`config.mk`:
```
export PLATFORM = sky130hd
export DESIGN_NAME = mux_nx1_rr
export DESIGN_NICKNAME = d
export VERILOG_FILES = /design/src/rtl/mux_pkg.sv /design/src/rtl/rr_pick.sv /design/src/rtl/mux_nx1_rr.sv
export SDC_FILE = /design/constraint.sdc
export NUM_CORES = 1
export LEC_CHECK = 0
export ABC_AREA = 1
export CORE_ASPECT_RATIO = 0.8
export CORE_MARGIN = 3
export CORE_UTILIZATION = 42
export DETAILED_ROUTE_END_ITERATION = 10
export GPL_TIMING_DRIVEN = 0
export HOLD_SLACK_MARGIN = 0.06
export PLACE_DENSITY_LB_ADDON = 0.15
export SLEW_MARGIN = 5
export SYNTH_ARGS = -nofsm -noshare
export SYNTH_HDL_FRONTEND = slang
export SYNTH_HIERARCHICAL = 1
export SYNTH_SLANG_ARGS = --single-unit
```
`constraint.sdc`:
```
create_clock -name clk -period 2.85 [get_ports clk]
set_input_delay 0.4275 -clock clk [delete_from_list [all_inputs] [get_ports clk]]
set_output_delay 0.4275 -clock clk [all_outputs]
set_load 0.05 [all_outputs]
```
`src/rtl/mux_pkg.sv`:
```
// rtl/mux_pkg.sv - shared constants and types for the registered N:1 mux
package mux_pkg;

    localparam logic MODE_FIXED = 1'b0;
    localparam logic MODE_RR    = 1'b1;

    typedef enum logic {
        ST_EMPTY = 1'b0,
        ST_FULL  = 1'b1
    } mux_state_t;

    localparam int STALL_W = 16;

endpackage

```
`src/rtl/rr_pick.sv`:
```
// rtl/rr_pick.sv - combinational rotating-priority picker (first request at or after ptr)
module rr_pick #(
    parameter int NUM_CH = 4,
    parameter int SEL_W  = $clog2(NUM_CH)
) (
    input  logic [NUM_CH-1:0] req,
    input  logic [SEL_W-1:0]  ptr,
    output logic [SEL_W-1:0]  gnt,
    output logic              gnt_vld
);

    function automatic int wrap_idx(input int base, input int ofs);
        return (base + ofs) % NUM_CH;
    endfunction

    always_comb begin
        gnt     = '0;
        gnt_vld = 1'b0;
        for (int k = 0; k < NUM_CH; k++) begin
            if (!gnt_vld && req[wrap_idx(int'(ptr), k)]) begin
                gnt_vld = 1'b1;
                gnt     = SEL_W'(wrap_idx(int'(ptr), k));
            end
        end
    end

endmodule

```
`src/rtl/mux_nx1_rr.sv`:
```
// rtl/mux_nx1_rr.sv - registered N:1 mux, fixed or round-robin select; optional MUX_STALL_CNT_EN
module mux_nx1_rr
    import mux_pkg::*;
#(
    parameter int NUM_CH = 4,
    parameter int DATA_W = 8,
    localparam int SEL_W = $clog2(NUM_CH)
) (
    input  logic                     clk,
    input  logic                     rst,
    input  logic                     mode,
    input  logic [SEL_W-1:0]         sel,
    input  logic [NUM_CH-1:0]        in_valid,
    input  logic [NUM_CH*DATA_W-1:0] in_data,
    output logic [NUM_CH-1:0]        in_ready,
    output logic                     out_valid,
    output logic [DATA_W-1:0]        out_data,
    output logic [SEL_W-1:0]         out_ch,
`ifdef MUX_STALL_CNT_EN
    output logic [STALL_W-1:0]       stall_cnt,
`endif
    input  logic                     out_ready
);

    localparam int SEL_SPAN = 1 << SEL_W;

    mux_state_t          state;
    mux_state_t          state_nxt;
    logic [SEL_W-1:0]    ptr;
    logic [SEL_W-1:0]    rr_gnt;
    logic                rr_vld;
    logic [SEL_W-1:0]    gnt;
    logic                gnt_vld;
    logic                load_en;
    logic                xfer;
    logic [DATA_W-1:0]   gnt_data;
    logic [SEL_SPAN-1:0] valid_ext;

    rr_pick #(
        .NUM_CH (NUM_CH),
        .SEL_W  (SEL_W)
    ) u_rr_pick (
        .req     (in_valid),
        .ptr     (ptr),
        .gnt     (rr_gnt),
        .gnt_vld (rr_vld)
    );

    // Zero-padded valids make an out-of-range sel read as "not valid".
    always_comb begin
        valid_ext               = '0;
        valid_ext[NUM_CH-1:0]   = in_valid;
    end

    always_comb begin
        if (mode == MODE_RR) begin
            gnt     = rr_gnt;
            gnt_vld = rr_vld;
        end else begin
            gnt     = sel;
            gnt_vld = valid_ext[sel];
        end
    end

    assign load_en   = (state == ST_EMPTY) | out_ready;
    assign out_valid = (state == ST_FULL);

    always_comb begin
        in_ready = '0;
        gnt_data = '0;
        for (int i = 0; i < NUM_CH; i++) begin
            if (gnt == SEL_W'(i)) begin
                in_ready[i] = load_en & gnt_vld;
                gnt_data    = in_data[i*DATA_W +: DATA_W];
            end
        end
    end

    assign xfer = |(in_ready & in_valid);

    always_comb begin
        state_nxt = state;
        case (state)
            ST_EMPTY: if (xfer)               state_nxt = ST_FULL;
            ST_FULL:  if (out_ready && !xfer) state_nxt = ST_EMPTY;
            default:                          state_nxt = ST_EMPTY;
        endcase
    end

    always_ff @(posedge clk or posedge rst) begin
        if (rst) begin
            state    <= ST_EMPTY;
            out_data <= '0;
            out_ch   <= '0;
            ptr      <= '0;
        end else begin
            state <= state_nxt;
            if (xfer) begin
                out_data <= gnt_data;
                out_ch   <= gnt;
                // Explicit wrap so non-power-of-two channel counts rotate correctly.
                if (mode == MODE_RR) begin
                    ptr <= (gnt == SEL_W'(NUM_CH-1)) ? '0 : gnt + 1'b1;
                end
            end
        end
    end

`ifdef MUX_STALL_CNT_EN
    always_ff @(posedge clk or posedge rst) begin
        if (rst) begin
            stall_cnt <= '0;
        end else if (out_valid && !out_ready && (stall_cnt != {STALL_W{1'b1}})) begin
            stall_cnt <= stall_cnt + 1'b1;
        end
    end
`endif

endmodule

```
==> reports/results.tsv <==
metric	value	unit
power.density	1100	nW/um^2
synth_nets	254	
synthDistinctLibCells	24	
drt-initial-drc-count	86	
rows	17	
postRouteWirelength	3.98	mm
ioPinCount	57	
yosys_most_used_dff	dfrtp_1	
initial_utilization	45.8	%
synth_top_cell_by_area	dfrtp_1	
slew_headroom	66.2	%
p_leak	1.04	nW
synth.avg_cell_area	6.32	um^2
finalHoldViolCount	0	
die_w	68.6	um
tightestPinTransition	505	ps
path_max_fanout	5	
gp_congestion	0.945	
max-cap-violations	0	
n_antenna_cell	0	
root_buffer	clkbuf_8	
cts_buffers	3	
synth_edf_count	0	
yosysTopAreaCellShare	24.7	%
fin_skew	3.06	ps
async_flop_share	100	%
setup_violations	0	
worstSetupEndpointType	output port	
ys_ff_latch	13	
hp-class	reg -> reg	
cts_sinks	13	
h-tree-depth	1	
detail-route-antenna-nets	0	
design.core.area	2870	um^2
die_h	56.0	um
rsz0062_at_grt	yes	
ys.warnings.count	6	
syn_inst	208	
routed_via_density	4.88	
cts_hold_buffers	0	
status	finished, final reports clean	
muxShareOfSynthArea	0	%
cts_tree	yes	
fin_cells	317	
grt_pass1_wl	6.42	mm
timing.hold.ws	488	ps
synthTopCellsByArea	dfrtp_1, nand2_1, nand2_2	
required	2420	ps
clk_latency	240	ps
dpl.hpwl	2.96	mm
area_growth	68.4	%
ir_drop	0.750	mV
dp_cells	302	
synth-simple-area-share	48.9	%
drive_above_1_share	31.5	%
finalNetCount	326	
vias	1546	
synth_compound_area_share	12.7	%
grt_antenna_before_repair	0	
path_clk_slew	50	ps
synth-adder-area-share	3.81	%
clockBufferDepth	2	
startpoint_type	register	
synth_top_family_by_area	simple AND/OR/NAND/NOR gates	
first_global_vias	1402	
die_area	3840	um^2
period_needed	2840	ps
grt-ovfl-total	0	
crit_type	reg -> out	
grt_start_max_net_pins	14	
synth_area	1320	um^2
grtUsageTotal	21.0	%
synth_xor_area_share	0	%
fin_crit_sh	99.7	%
post_drt_wl_per_cell	12.5	um
slew_viol_final	0	
synth.yosys.seq_area_share	24.7	%
arrival	2420	ps
max_freq	352	MHz
drc_errors	0	
firstDrtPassIters	4	
port_buffers	56	
==> worst paths after layout <==
kind | start | to | cells after the start | slack, ps
worst max-delay path | ptr[0] | in_ready[3] | 17 | 7
worst min-delay path | out_data[2] | out_data[2] | 2 | 490
worst max register to register | ptr[0] | out_valid | 20 | 70
worst min register to register | out_data[2] | out_data[2] | 2 | 490
max in group asynchronous | rst | ptr[1] | 2 | 1980
min in group asynchronous | rst | out_data[5] | 2 | 510
==> cells in the mapped netlist, types with 3 or more instances <==
cell and n:
o21ai_0 19, nand4_1 5, ha_1 4, clkbuf_1 4, inv_2 5, nand3_2 3, inv_1 16, nand2_4 3
dfrtp_1 13, nand2_2 22, nand3_1 16, nand2_1 69, a21oi_1 9, nor2_1 6
==> layout make-up <==
class | instances | area (um^2)
Multi-Input combinational cell | 166 | 977
Timing Repair Buffer | 70 | 669
Buffer | 4 | 52.6
Sequential cell | 13 | 328
Clock buffer | 4 | 45.0
Fill cell | 211 | 657
Inverter | 22 | 95.1
Tap cell | 38 | 47.5
==> report_power, final <==
group          leakage [nW]  total [mW]  internal, mW  switching [mW]
clock network        0.0228       0.157        0.0983          0.0589
registers             0.162       0.348         0.273          0.0747
logic                 0.858        1.93         0.764            1.16
==> what timing repair did <==
item	4_1_cts	5_1_grt
buffers inserted	6	7
endpoints found under the setup margin	17	16
hold endpoints to repair	0	0
pin swaps	7	11
gates resized for setup	60	14
gates cloned	1	0
==> layer usage <==
metal / up-vias / routed length, um / track usage [%] / share of wire (%)
li1: 801 / - / - / -
met1: 693 / 2050 / 33.3 / 52
met2: 49 / 1680 / 29.5 / 42
met3: 3 / 219 / 2.22 / 5.5
met4: 0 / 23 / 4.82 / 0.58
met5: - / 0 / 0 / 0
==> registers in the layout, summed over array words and instances (netlist names) <==
register,flops
out_data,8
out_ch,2
ptr,2
out_valid,1
==> worst max-delay path: stages (launching register included) <==
cell	delay [ps]
dfrtp_2	450
buf_6	160
nand2_1	80
nand2_2	70
nand2_1	70
nand2_1	60
a21oi_1	140
nand2_1	60
nand2_1	60
inv_1	40
or2_4	240
o21ai_4	100
inv_2	110
ha_4	180
buf_8	120
inv_2	40
nor2_2	30
buf_6	160
==> placed cells by master, fill, tap and decap left out, drive strengths merged <==
cell type,instances
dlygate4sd2,4
nor2,9
nand3b,1
buf,22
ha,4
clkbuf,4
inv,21
nand2,94
o21ai,23
nand3,19
clkinv,1
or2,2
dfrtp,13
clkdlybuf4s50,48
a21oi,9
nand4,5
==> metrics by stage <==
| step | area, um^2 | util, % | setup WS (ps) | power [mW] | TNS [ps] |
|---|---|---|---|---|---|
| floorplan | 1340 | - | -119 | 1.51 | -119 |
| finish | 2210 | 77.1 | 7.40 | 2.43 | 0 |
| global route | 2210 | 77.1 | -90.0 | 2.61 | -638 |
| detailed placement | 1940 | 67.7 | -1340 | 1.93 | -12050 |
| global placement | 1940 | 67.7 | -1350 | 1.91 | -11790 |
| CTS | 2120 | 73.7 | 6.07 | 2.28 | 0 |
==> cells by family after synthesis <==
family	Yosys count
AND/OR/NAND/NOR	130
AO/OA/AOI/OAI	32
buffers and inverters	29
flip-flops	13
adder cells (fa/ha/maj)	4
(Power assumes the default switching activity.)
